**src/rtl/cl_axi_rd_arb_if.sv**
```systemverilog
// cl_axi_rd_arb_if: AXI4 read address/data channel bundle with master/slave views
interface cl_axi_rd_arb_if #(
  parameter int ID_W   = 16,
  parameter int ADDR_W = 64,
  parameter int DATA_W = 512
);
  logic [ID_W-1:0]   arid;
  logic [ADDR_W-1:0] araddr;
  logic [7:0]        arlen;
  logic [2:0]        arsize;
  logic              arvalid;
  logic              arready;
  logic [ID_W-1:0]   rid;
  logic [DATA_W-1:0] rdata;
  logic [1:0]        rresp;
  logic              rlast;
  logic              rvalid;
  logic              rready;
  modport master (
    output arid, araddr, arlen, arsize, arvalid, rready,
    input  arready, rid, rdata, rresp, rlast, rvalid
  );
  modport slave (
    input  arid, araddr, arlen, arsize, arvalid, rready,
    output arready, rid, rdata, rresp, rlast, rvalid
  );
endinterface

```
**src/rtl/cl_axi_rd_arb.sv**
```systemverilog
// cl_axi_rd_arb: two-requester AXI4 read arbiter, round-robin AR with outstanding-burst limit and ID-routed R
module cl_axi_rd_arb #(
  parameter int ID_W      = 16,
  parameter int ADDR_W    = 64,
  parameter int DATA_W    = 512,
  parameter int MAX_OUTST = 8,
  parameter int CNT_W     = $clog2(MAX_OUTST + 1)
) (
  input  logic                 clk,
  input  logic                 sync_rst,
  cl_axi_rd_arb_if.slave       s0,
  cl_axi_rd_arb_if.slave       s1,
  cl_axi_rd_arb_if.master      m,
  output logic [CNT_W-1:0]     outst0,
  output logic [CNT_W-1:0]     outst1,
  output logic                 busy,
  output logic                 err_unexp
);
  logic              r_arvalid;
  logic [ID_W:0]     r_arid;
  logic [ADDR_W-1:0] r_araddr;
  logic [7:0]        r_arlen;
  logic [2:0]        r_arsize;
  logic              r_rr;
  logic [CNT_W-1:0]  r_outst0;
  logic [CNT_W-1:0]  r_outst1;
  logic              r_err;
  logic              w_free;
  logic              w_el0;
  logic              w_el1;
  logic              w_g0;
  logic              w_g1;
  logic              w_src;
  logic              w_rlast_hs;
  logic              w_d0;
  logic              w_d1;
  logic [DATA_W-1:0] w_rdata;
  always_comb begin
    w_free = !r_arvalid || m.arready;
    w_el0  = s0.arvalid && (r_outst0 < CNT_W'(MAX_OUTST));
    w_el1  = s1.arvalid && (r_outst1 < CNT_W'(MAX_OUTST));
    // r_rr=0 favours requester 0 when both are eligible
    w_g0   = !sync_rst && w_free && w_el0 && (!w_el1 || !r_rr);
    w_g1   = !sync_rst && w_free && w_el1 && (!w_el0 || r_rr);
  end
  assign s0.arready = w_g0;
  assign s1.arready = w_g1;
  assign m.arvalid  = r_arvalid;
  assign m.arid     = r_arid;
  assign m.araddr   = r_araddr;
  assign m.arlen    = r_arlen;
  assign m.arsize   = r_arsize;
  always_ff @(posedge clk) begin
    if (sync_rst) begin
      r_arvalid <= 1'b0;
      r_arid    <= '0;
      r_araddr  <= '0;
      r_arlen   <= '0;
      r_arsize  <= '0;
      r_rr      <= 1'b0;
    end else if (w_g0 || w_g1) begin
      r_arvalid <= 1'b1;
      r_arid    <= w_g1 ? {1'b1, s1.arid} : {1'b0, s0.arid};
      r_araddr  <= w_g1 ? s1.araddr : s0.araddr;
      r_arlen   <= w_g1 ? s1.arlen : s0.arlen;
      r_arsize  <= w_g1 ? s1.arsize : s0.arsize;
      r_rr      <= w_g0;
    end else if (w_free) begin
      r_arvalid <= 1'b0;
    end
  end
  assign w_src   = m.rid[ID_W];
  assign w_rdata = m.rdata;
  assign s0.rvalid = m.rvalid && !w_src;
  assign s1.rvalid = m.rvalid && w_src;
  assign s0.rid    = m.rid[ID_W-1:0];
  assign s1.rid    = m.rid[ID_W-1:0];
  assign s0.rdata  = w_rdata;
  assign s1.rdata  = w_rdata;
  assign s0.rresp  = m.rresp;
  assign s1.rresp  = m.rresp;
  assign s0.rlast  = m.rlast;
  assign s1.rlast  = m.rlast;
  assign m.rready  = !sync_rst && (w_src ? s1.rready : s0.rready);
  assign w_rlast_hs = m.rvalid && m.rready && m.rlast;
  assign w_d0       = w_rlast_hs && !w_src;
  assign w_d1       = w_rlast_hs && w_src;
  // A last beat for a source with nothing in flight is forwarded but only flagged
  always_ff @(posedge clk) begin
    if (sync_rst) begin
      r_outst0 <= '0;
      r_outst1 <= '0;
      r_err    <= 1'b0;
    end else begin
      r_outst0 <= (w_g0 && !w_d0) ? r_outst0 + 1'b1 :
                  (!w_g0 && w_d0 && r_outst0 != '0) ? r_outst0 - 1'b1 : r_outst0;
      r_outst1 <= (w_g1 && !w_d1) ? r_outst1 + 1'b1 :
                  (!w_g1 && w_d1 && r_outst1 != '0) ? r_outst1 - 1'b1 : r_outst1;
      r_err    <= r_err || (w_d0 && r_outst0 == '0) || (w_d1 && r_outst1 == '0);
    end
  end
  assign outst0    = r_outst0;
  assign outst1    = r_outst1;
  assign err_unexp = r_err;
  assign busy      = r_arvalid || r_outst0 != '0 || r_outst1 != '0;
endmodule
```
**src/flat_wrapper.sv**
```systemverilog
// flat-port wrapper written by rule: the top's interface ports become plain ports
module cl_axi_rd_arb_flat 
#(
  parameter int ID_W      = 16,
  parameter int ADDR_W    = 64,
  parameter int DATA_W    = 512,
  parameter int MAX_OUTST = 8,
  parameter int CNT_W     = $clog2(MAX_OUTST + 1)
)
  (clk, sync_rst, outst0, outst1, busy, err_unexp, s0_arid, s0_araddr, s0_arlen, s0_arsize, s0_arvalid, s0_rready, s0_arready, s0_rid, s0_rdata, s0_rresp, s0_rlast, s0_rvalid, s1_arid, s1_araddr, s1_arlen, s1_arsize, s1_arvalid, s1_rready, s1_arready, s1_rid, s1_rdata, s1_rresp, s1_rlast, s1_rvalid, m_arid, m_araddr, m_arlen, m_arsize, m_arvalid, m_rready, m_arready, m_rid, m_rdata, m_rresp, m_rlast, m_rvalid);
  cl_axi_rd_arb_if #(.ID_W(ID_W), .ADDR_W(ADDR_W), .DATA_W(DATA_W)) s0_i ();
  cl_axi_rd_arb_if #(.ID_W(ID_W), .ADDR_W(ADDR_W), .DATA_W(DATA_W)) s1_i ();
  cl_axi_rd_arb_if #(.ID_W(ID_W), .ADDR_W(ADDR_W), .DATA_W(DATA_W)) m_i ();
  input  logic clk;
  input  logic sync_rst;
  output logic [CNT_W-1:0] outst0;
  output logic [CNT_W-1:0] outst1;
  output logic busy;
  output logic err_unexp;
  input wire logic [$bits(s0_i.arid)-1:0] s0_arid;
  input wire logic [$bits(s0_i.araddr)-1:0] s0_araddr;
  input wire logic [$bits(s0_i.arlen)-1:0] s0_arlen;
  input wire logic [$bits(s0_i.arsize)-1:0] s0_arsize;
  input wire logic [$bits(s0_i.arvalid)-1:0] s0_arvalid;
  input wire logic [$bits(s0_i.rready)-1:0] s0_rready;
  output wire logic [$bits(s0_i.arready)-1:0] s0_arready;
  output wire logic [$bits(s0_i.rid)-1:0] s0_rid;
  output wire logic [$bits(s0_i.rdata)-1:0] s0_rdata;
  output wire logic [$bits(s0_i.rresp)-1:0] s0_rresp;
  output wire logic [$bits(s0_i.rlast)-1:0] s0_rlast;
  output wire logic [$bits(s0_i.rvalid)-1:0] s0_rvalid;
  input wire logic [$bits(s1_i.arid)-1:0] s1_arid;
  input wire logic [$bits(s1_i.araddr)-1:0] s1_araddr;
  input wire logic [$bits(s1_i.arlen)-1:0] s1_arlen;
  input wire logic [$bits(s1_i.arsize)-1:0] s1_arsize;
  input wire logic [$bits(s1_i.arvalid)-1:0] s1_arvalid;
  input wire logic [$bits(s1_i.rready)-1:0] s1_rready;
  output wire logic [$bits(s1_i.arready)-1:0] s1_arready;
  output wire logic [$bits(s1_i.rid)-1:0] s1_rid;
  output wire logic [$bits(s1_i.rdata)-1:0] s1_rdata;
  output wire logic [$bits(s1_i.rresp)-1:0] s1_rresp;
  output wire logic [$bits(s1_i.rlast)-1:0] s1_rlast;
  output wire logic [$bits(s1_i.rvalid)-1:0] s1_rvalid;
  output wire logic [$bits(m_i.arid)-1:0] m_arid;
  output wire logic [$bits(m_i.araddr)-1:0] m_araddr;
  output wire logic [$bits(m_i.arlen)-1:0] m_arlen;
  output wire logic [$bits(m_i.arsize)-1:0] m_arsize;
  output wire logic [$bits(m_i.arvalid)-1:0] m_arvalid;
  output wire logic [$bits(m_i.rready)-1:0] m_rready;
  input wire logic [$bits(m_i.arready)-1:0] m_arready;
  input wire logic [$bits(m_i.rid)-1:0] m_rid;
  input wire logic [$bits(m_i.rdata)-1:0] m_rdata;
  input wire logic [$bits(m_i.rresp)-1:0] m_rresp;
  input wire logic [$bits(m_i.rlast)-1:0] m_rlast;
  input wire logic [$bits(m_i.rvalid)-1:0] m_rvalid;
  assign s0_i.arid = s0_arid;
  assign s0_i.araddr = s0_araddr;
  assign s0_i.arlen = s0_arlen;
  assign s0_i.arsize = s0_arsize;
  assign s0_i.arvalid = s0_arvalid;
  assign s0_i.rready = s0_rready;
  assign s0_arready = s0_i.arready;
  assign s0_rid = s0_i.rid;
  assign s0_rdata = s0_i.rdata;
  assign s0_rresp = s0_i.rresp;
  assign s0_rlast = s0_i.rlast;
  assign s0_rvalid = s0_i.rvalid;
  assign s1_i.arid = s1_arid;
  assign s1_i.araddr = s1_araddr;
  assign s1_i.arlen = s1_arlen;
  assign s1_i.arsize = s1_arsize;
  assign s1_i.arvalid = s1_arvalid;
  assign s1_i.rready = s1_rready;
  assign s1_arready = s1_i.arready;
  assign s1_rid = s1_i.rid;
  assign s1_rdata = s1_i.rdata;
  assign s1_rresp = s1_i.rresp;
  assign s1_rlast = s1_i.rlast;
  assign s1_rvalid = s1_i.rvalid;
  assign m_arid = m_i.arid;
  assign m_araddr = m_i.araddr;
  assign m_arlen = m_i.arlen;
  assign m_arsize = m_i.arsize;
  assign m_arvalid = m_i.arvalid;
  assign m_rready = m_i.rready;
  assign m_i.arready = m_arready;
  assign m_i.rid = m_rid;
  assign m_i.rdata = m_rdata;
  assign m_i.rresp = m_rresp;
  assign m_i.rlast = m_rlast;
  assign m_i.rvalid = m_rvalid;
  cl_axi_rd_arb #(.ID_W(ID_W), .ADDR_W(ADDR_W), .DATA_W(DATA_W), .MAX_OUTST(MAX_OUTST), .CNT_W(CNT_W)) u_core (.clk(clk), .sync_rst(sync_rst), .s0(s0_i), .s1(s1_i), .m(m_i), .outst0(outst0), .outst1(outst1), .busy(busy), .err_unexp(err_unexp));
endmodule
```
**config.mk**
```make
export PLATFORM = sky130hd
export DESIGN_NAME = cl_axi_rd_arb_flat
export DESIGN_NICKNAME = d
export VERILOG_FILES = /design/src/rtl/cl_axi_rd_arb_if.sv /design/src/rtl/cl_axi_rd_arb.sv /design/src/flat_wrapper.sv
export SDC_FILE = /design/constraint.sdc
export NUM_CORES = 1
export LEC_CHECK = 0
export ABC_AREA = 1
export CORE_AREA = 2 2 740 742
export CTS_BUF_LIST = sky130_fd_sc_hd__clkbuf_8 sky130_fd_sc_hd__clkbuf_16
export DETAILED_ROUTE_END_ITERATION = 10
export DIE_AREA = 0 0 742 744
export PLACE_DENSITY_LB_ADDON = 0.12
export SLEW_MARGIN = 10
export SYNTH_ARGS = -nofsm -noshare
export SYNTH_HDL_FRONTEND = slang
export SYNTH_SLANG_ARGS = --single-unit
```
**constraint.sdc**
```tcl
create_clock -name clk -period 3.6 [get_ports clk]
set_clock_uncertainty 0.15 [all_clocks]
set_input_delay 0.36 -clock clk [delete_from_list [all_inputs] [get_ports clk]]
set_output_delay 0.36 -clock clk [all_outputs]
set_load 0.01 [all_outputs]
```
==> results.sh, run 1 <==
export IMPL_overflow=0
export IMPL_fillCellCount=64832
export IMPL_p_int_uw=2720
export IMPL_swShare_pct=37.9
export IMPL_worstPathArrival_ps=2350
export IMPL_p_comb_share_pct=29.6
export IMPL_clk_latency_ps=550
export IMPL_max_cap_violations=0
export IMPL_crit_fanout=15
export IMPL_clock_sinks=101
export IMPL_final_util_pct=3.38
export IMPL_wire_per_inst_um=33.1
export IMPL_synth_cells=2018
export IMPL_yosysWarnings=0
export IMPL_via_count=9771
export IMPL_antenna_left=0
export IMPL_grt_max_degree=54
export IMPL_dieArea_sq_mm=0.552
export IMPL_hold_slack_ps=236
export IMPL_io_pins=1890
export IMPL_portBuffers=291
export IMPL_synth_top_area_share_pct=58.0
export IMPL_syn_area_per_cell_sq_um=6.83
export IMPL_drt_wl_total_mm=281
export IMPL_yosysTopAreaCell="buf_4"
export IMPL_row_count=271
export IMPL_period_needed_ps=2860
export IMPL_synth_area_top_cells="buf_4, dfxtp_1, nand2_1"
export IMPL_viasPerCell=1.15
export IMPL_p_switching_uw=1660
export IMPL_worst_pin_slew_ps=789
export IMPL_setup_viol=0
export IMPL_start_util_pct=2.54
export IMPL_layout_commonest_cell="clkdlybuf4s50_1"
export IMPL_cts_tree="built"
export IMPL_p_seq_share_pct=29.5
export IMPL_grt_pass1_vias=9652
export IMPL_grt_usage_pct=9.77
export IMPL_drive_gt1_share_pct=5.86
export IMPL_coreArea_sq_mm=0.544
export IMPL_syn_area_sq_mm=0.0138
export IMPL_dp_hpwl_mm=261
export IMPL_grt_setup_unrepaired="no"
export IMPL_finalCritPeriodShare_pct=79.5
export IMPL_min_path_type="input pin to flop"
export IMPL_grt_pass1_wl_mm=305
export IMPL_path_clk_slew_ps=170
export IMPL_drc=0
export IMPL_clockBufferDepth=3
export IMPL_crit_path_end_kind="output pin"
export IMPL_power_density_mw_per_mm2=239
export IMPL_p_leak_uw=0.00476
export IMPL_maxSlewViolCount=0
export IMPL_die_y_um=744
export IMPL_ys_ff_latch=101
export IMPL_fmax_mhz=349
export IMPL_antenna_found_initial=75
export IMPL_maxSlewHeadroom_pct=47.2
export IMPL_fp_dieW_um=742
export IMPL_ir_drop_mv=0.221
export IMPL_tns_ps=0
export IMPL_gp_congestion=0.698
export IMPL_cts_buffers=13
export IMPL_synth_cell_type_count=23
export IMPL_postCtsSetupRepairBufs=0
export IMPL_ys_seq_area_share_pct=14.7
export IMPL_path_class="flop to output pin"
export IMPL_postCtsHoldBufs=0
export IMPL_drt_pass1_iterations=7
export IMPL_required_ps=3090
export IMPL_startpoint_type="flop"
export IMPL_pwr_share_clk_pct=40.8
export IMPL_status="complete, no violations"
export IMPL_htree_levels=3
export IMPL_cts_resized=0
export IMPL_area_growth_pct=33.3
export IMPL_nets=1969
export IMPL_hold_viol=0
export IMPL_root_buffer="clkbuf_16"
export IMPL_power_uw=4380
export IMPL_final_cell_mix="clkdlybuf4s50_1, nand2_1, nor2_1, inv_1, dfxtp_1"
export IMPL_drt_iter0_drc=643
==> state kept, by name (all words and copies together), names as in the netlist <==
register	cells
u_core.m.arsize	3
u_core.m.arvalid	1
u_core.r_arid	16
u_core.r_rr	1
u_core.m.arlen	8
u_core.m.araddr	64
u_core.outst1	4
u_core.outst0	4
==> power by group through the flow <==
stage | Combinational [uW] | Clock [uW] | Sequential, uW
after floorplan | 1670 | 0 | 1360
after global placement | 1380 | 0 | 1320
after detailed placement | 1370 | 0 | 1320
after CTS | 1370 | 2050 | 1300
after global routing | 1460 | 2000 | 1310
final | 1300 | 1790 | 1300
==> area by class of cell <==
type,count,area [sq um],share of cell area (%)
Antenna cell,10,25.0,0.136
Multi-Input combinational cell,684,3030,16.5
Timing Repair Buffer,336,3410,18.6
Tap cell,7234,9050,49.3
Clock inverter,4,95.1,0.518
Inverter,108,413,2.25
Sequential cell,101,2020,11.0
Clock buffer,13,325,1.77
==> cells in the mapped netlist <==
master       n
buf_4     1065
nand2_1    282
nor2_1     279
inv_1      102
dfxtp_1    101
nand3b_1    92
buf_2       24
clkbuf_1    23
buf_6       14
a21oi_1      7
inv_2        6
o21ai_1      5
ha_1         4
nand3_1      4
nand4_1      2
a21oi_2      1
a31oi_1      1
buf_1        1
conb_1       1
nand2_4      1
nor4_1       1
o21ai_0      1
xor2_1       1
==> critical path, stage by stage (launching register included) <==
cell and delay (ps):
dfxtp_1 370, a21oi_2 300, nand3_4 210, buf_4 270, inv_2 90, clkdlybuf4s50_1 560
==> path summary, 6_finish.rpt <==
check / start / end / slack (ps) / cells after the start
setup / recovery: u_core.m.arvalid / s0_arready / 740 / 5
hold / removal: s0_arsize[1] / u_core.m.arsize[1] / 240 / 5
setup reg to reg: u_core.m.arvalid / u_core.r_arid[7] / 1310 / 8
hold reg to reg: u_core.r_rr / u_core.r_rr / 360 / 2
==> metrics by stage <==
step           cell area (sq um)  setup slack (ps)  cells
6_report                   18400               738   8490
3_5_place_dp               17900               553   8463
3_3_place_gp               17900               533   8463
2_1_floorplan              13800              1990   2020
4_1_cts                    18300               612   8480
5_1_grt                    18400               576   8488
==> logic make-up after synthesis <==
| logic type | count (synthesis) | share of synthesized area [%] |
|---|---|---|
| xor gates and xnor gates | 1 | 0.0636 |
| AOI/OAI and AO/OA | 15 | 0.581 |
| and+or+nand+nor | 661 | 20.7 |
| DFF | 101 | 14.7 |
| buffers and inverters | 1235 | 63.6 |
| adders and majority gates | 4 | 0.363 |
| other | 1 | 0.0272 |
==> routing by layer <==
metal  up-vias  global-route usage [%]  wire, um
li1       3418                       -         -
met1      3692                    3.90     39300
met2      2124                    13.2    108000
met3       487                    18.9    115000
met4        50                    5.29     17900
met5         -                   0.502       684
Power figures use the tool's default switching activity.
==> run 2: changes to the inputs <==
- CORE_AREA: 2 2 740 742 -> 2 2 734 736
- DIE_AREA: 0 0 742 744 -> 0 0 736 738
- clock period: 3.6 -> 2.5 ns (I/O delays scaled with it)
==> run 2 against run 1 <==
Against the previous run:
- largest power group unchanged
- sequential power is 44% higher
- final cell count is 2.0% lower
- critical path type unchanged
- first-iteration DRC count is 21% lower
- worst hold slack worse by 72 ps
- critical endpoint is now busy
==> results.sh, run 2 (same netlist as run 1, synthesis figures left out) <==
export IMPL_finalCritPeriodShare_pct=92.1
export IMPL_root_buffer="clkbuf_16"
export IMPL_drt_wl_total_mm=278
export IMPL_fmax_mhz=435
export IMPL_portBuffers=291
export IMPL_wl_met2_mm=107
export IMPL_path_class="flop to output pin"
export IMPL_cp_cell_sequence="inv_1, ha_1, nand4_1, clkdlybuf4s50_1"
export IMPL_p_leak_uw=0.00480
export IMPL_drt_pass1_iterations=7
export IMPL_overflow=0
export IMPL_final_util_pct=3.41
export IMPL_cp_slowest_stage_delay_ps=560
export IMPL_endpoint="busy"
export IMPL_postCtsHoldBufs=0
export IMPL_power_density_mw_per_mm2=332
export IMPL_clockBufferDepth=3
export IMPL_dp_hpwl_mm=260
export IMPL_grt_usage_pct=9.83
export IMPL_startpoint="u_core.outst1[1]"
export IMPL_hold_viol=0
export IMPL_wl_met1_mm=39.9
export IMPL_fin_ws_ps=199
export IMPL_cts_buffers=13
export IMPL_power_uw=6050
export IMPL_area_growth_pct=32.4
export IMPL_max_cap_violations=0
export IMPL_cts_tree="built"
export IMPL_r2r_end="u_core.m.arlen[6]"
export IMPL_min_path_type="input pin to flop"
export IMPL_antenna_left=0
export IMPL_nets=1976
export IMPL_coreArea_sq_mm=0.535
export IMPL_top_layer="met5"
export IMPL_drt_iter0_drc=507
export IMPL_place_area_sq_mm=0.0178
export IMPL_via_count=9624
export IMPL_antenna_found_initial=60
export IMPL_final_area_sq_mm=0.0182
export IMPL_grt_max_degree=50
export IMPL_grt_pass1_vias=9529
export IMPL_crit_path_end_kind="output pin"
export IMPL_clk_latency_ps=570
export IMPL_fp_dieW_um=736
export IMPL_dieArea_sq_mm=0.543
export IMPL_startpoint_type="flop"
export IMPL_setup_viol=0
export IMPL_status="complete, no violations"
export IMPL_drive_gt1_share_pct=6.94
export IMPL_start_util_pct=2.57
export IMPL_viasPerCell=1.16
export IMPL_tns_ps=0
export IMPL_worst_pin_slew_ps=1020
export IMPL_clock_sinks=101
export IMPL_row_count=269
export IMPL_rr_worst_depth=7
export IMPL_gp_congestion=0.696
export IMPL_ir_drop_mv=0.320
export IMPL_grt_setup_unrepaired="no"
export IMPL_postCtsSetupRepairBufs=0
export IMPL_final_cell_mix="clkdlybuf4s50_1, nand2_1, nor2_1, inv_1, dfxtp_1"
export IMPL_io_pins=1890
export IMPL_maxSlewViolCount=0
export IMPL_cts_resized=9
export IMPL_place_ws_ps=-275
export IMPL_path_clk_slew_ps=140
export IMPL_drc=0
export IMPL_maxSlewHeadroom_pct=31.9
export IMPL_r2r_start="u_core.outst1[3]"
export IMPL_worstPathArrival_ps=1900
export IMPL_die_y_um=738
export IMPL_grt_pass1_wl_mm=302
export IMPL_htree_levels=3
export IMPL_dr_wl_met3_mm=113
export IMPL_regToRegSetupSlack_ps=290
export IMPL_wire_per_inst_um=33.5
export IMPL_required_ps=2100
export IMPL_crit_slowest_cell="clkdlybuf4s50_1"
export IMPL_crit_fanout=4
export IMPL_layout_commonest_cell="clkdlybuf4s50_1"
export IMPL_largest_reg_flops=64
export IMPL_period_needed_ps=2300
==> run 2: through the flow <==
stage,hold slack (ps),cells
after floorplan,311,2020
after global placement,350,8282
after detailed placement,350,8282
after CTS,61.5,8299
final,164,8319
after global routing,132,8302
==> run 2: layout make-up <==
class | count | area, sq um
well taps | 7046 | 8820
diodes | 20 | 50.0
flip-flops and latches | 101 | 2030
clock inverters | 3 | 42.5
multi-input cells | 684 | 3040
repair buffers | 343 | 3510
inverters | 108 | 413
fillers | 63933 | 517000
clock buffers | 14 | 339
==> run 2: critical path, delay by kind of cell (launching register included) <==
family | cells | cell delay, ps
buf+inv | 2 | 640
flops | 1 | 400
fa+ha+maj | 1 | 190
simple gates | 1 | 110
==> run 2: power by group <==
group	switching, uW	leakage (uW)	internal (uW)	total [uW]
Clock	1240	0.000191	1090	2330
Sequential	97.2	0.000837	1770	1870
Combinational	940	0.00377	913	1850
Total	2280	0.00480	3770	6050
==> run 2: worst min-delay path by stage <==
stage,from,endpoint,slack [ps],depth (start not counted)
5_1_grt,s1_araddr[56],u_core.m.araddr[56],130,5
3_5_place_dp,m_rdata[361],s0_rdata[361],350,0
2_1_floorplan,s0_araddr[37],u_core.m.araddr[37],310,4
4_1_cts,s1_araddr[58],u_core.m.araddr[58],60,5
3_3_place_gp,m_rdata[361],s0_rdata[361],350,0
6_report,s1_araddr[58],u_core.m.araddr[58],160,5
==> run 2: metal layers <==
layer	global-route usage [%]	up-vias
li1	-	3448
met1	3.96	3631
met2	13.4	2030
met3	18.9	459
met4	4.96	56
met5	1.44	-
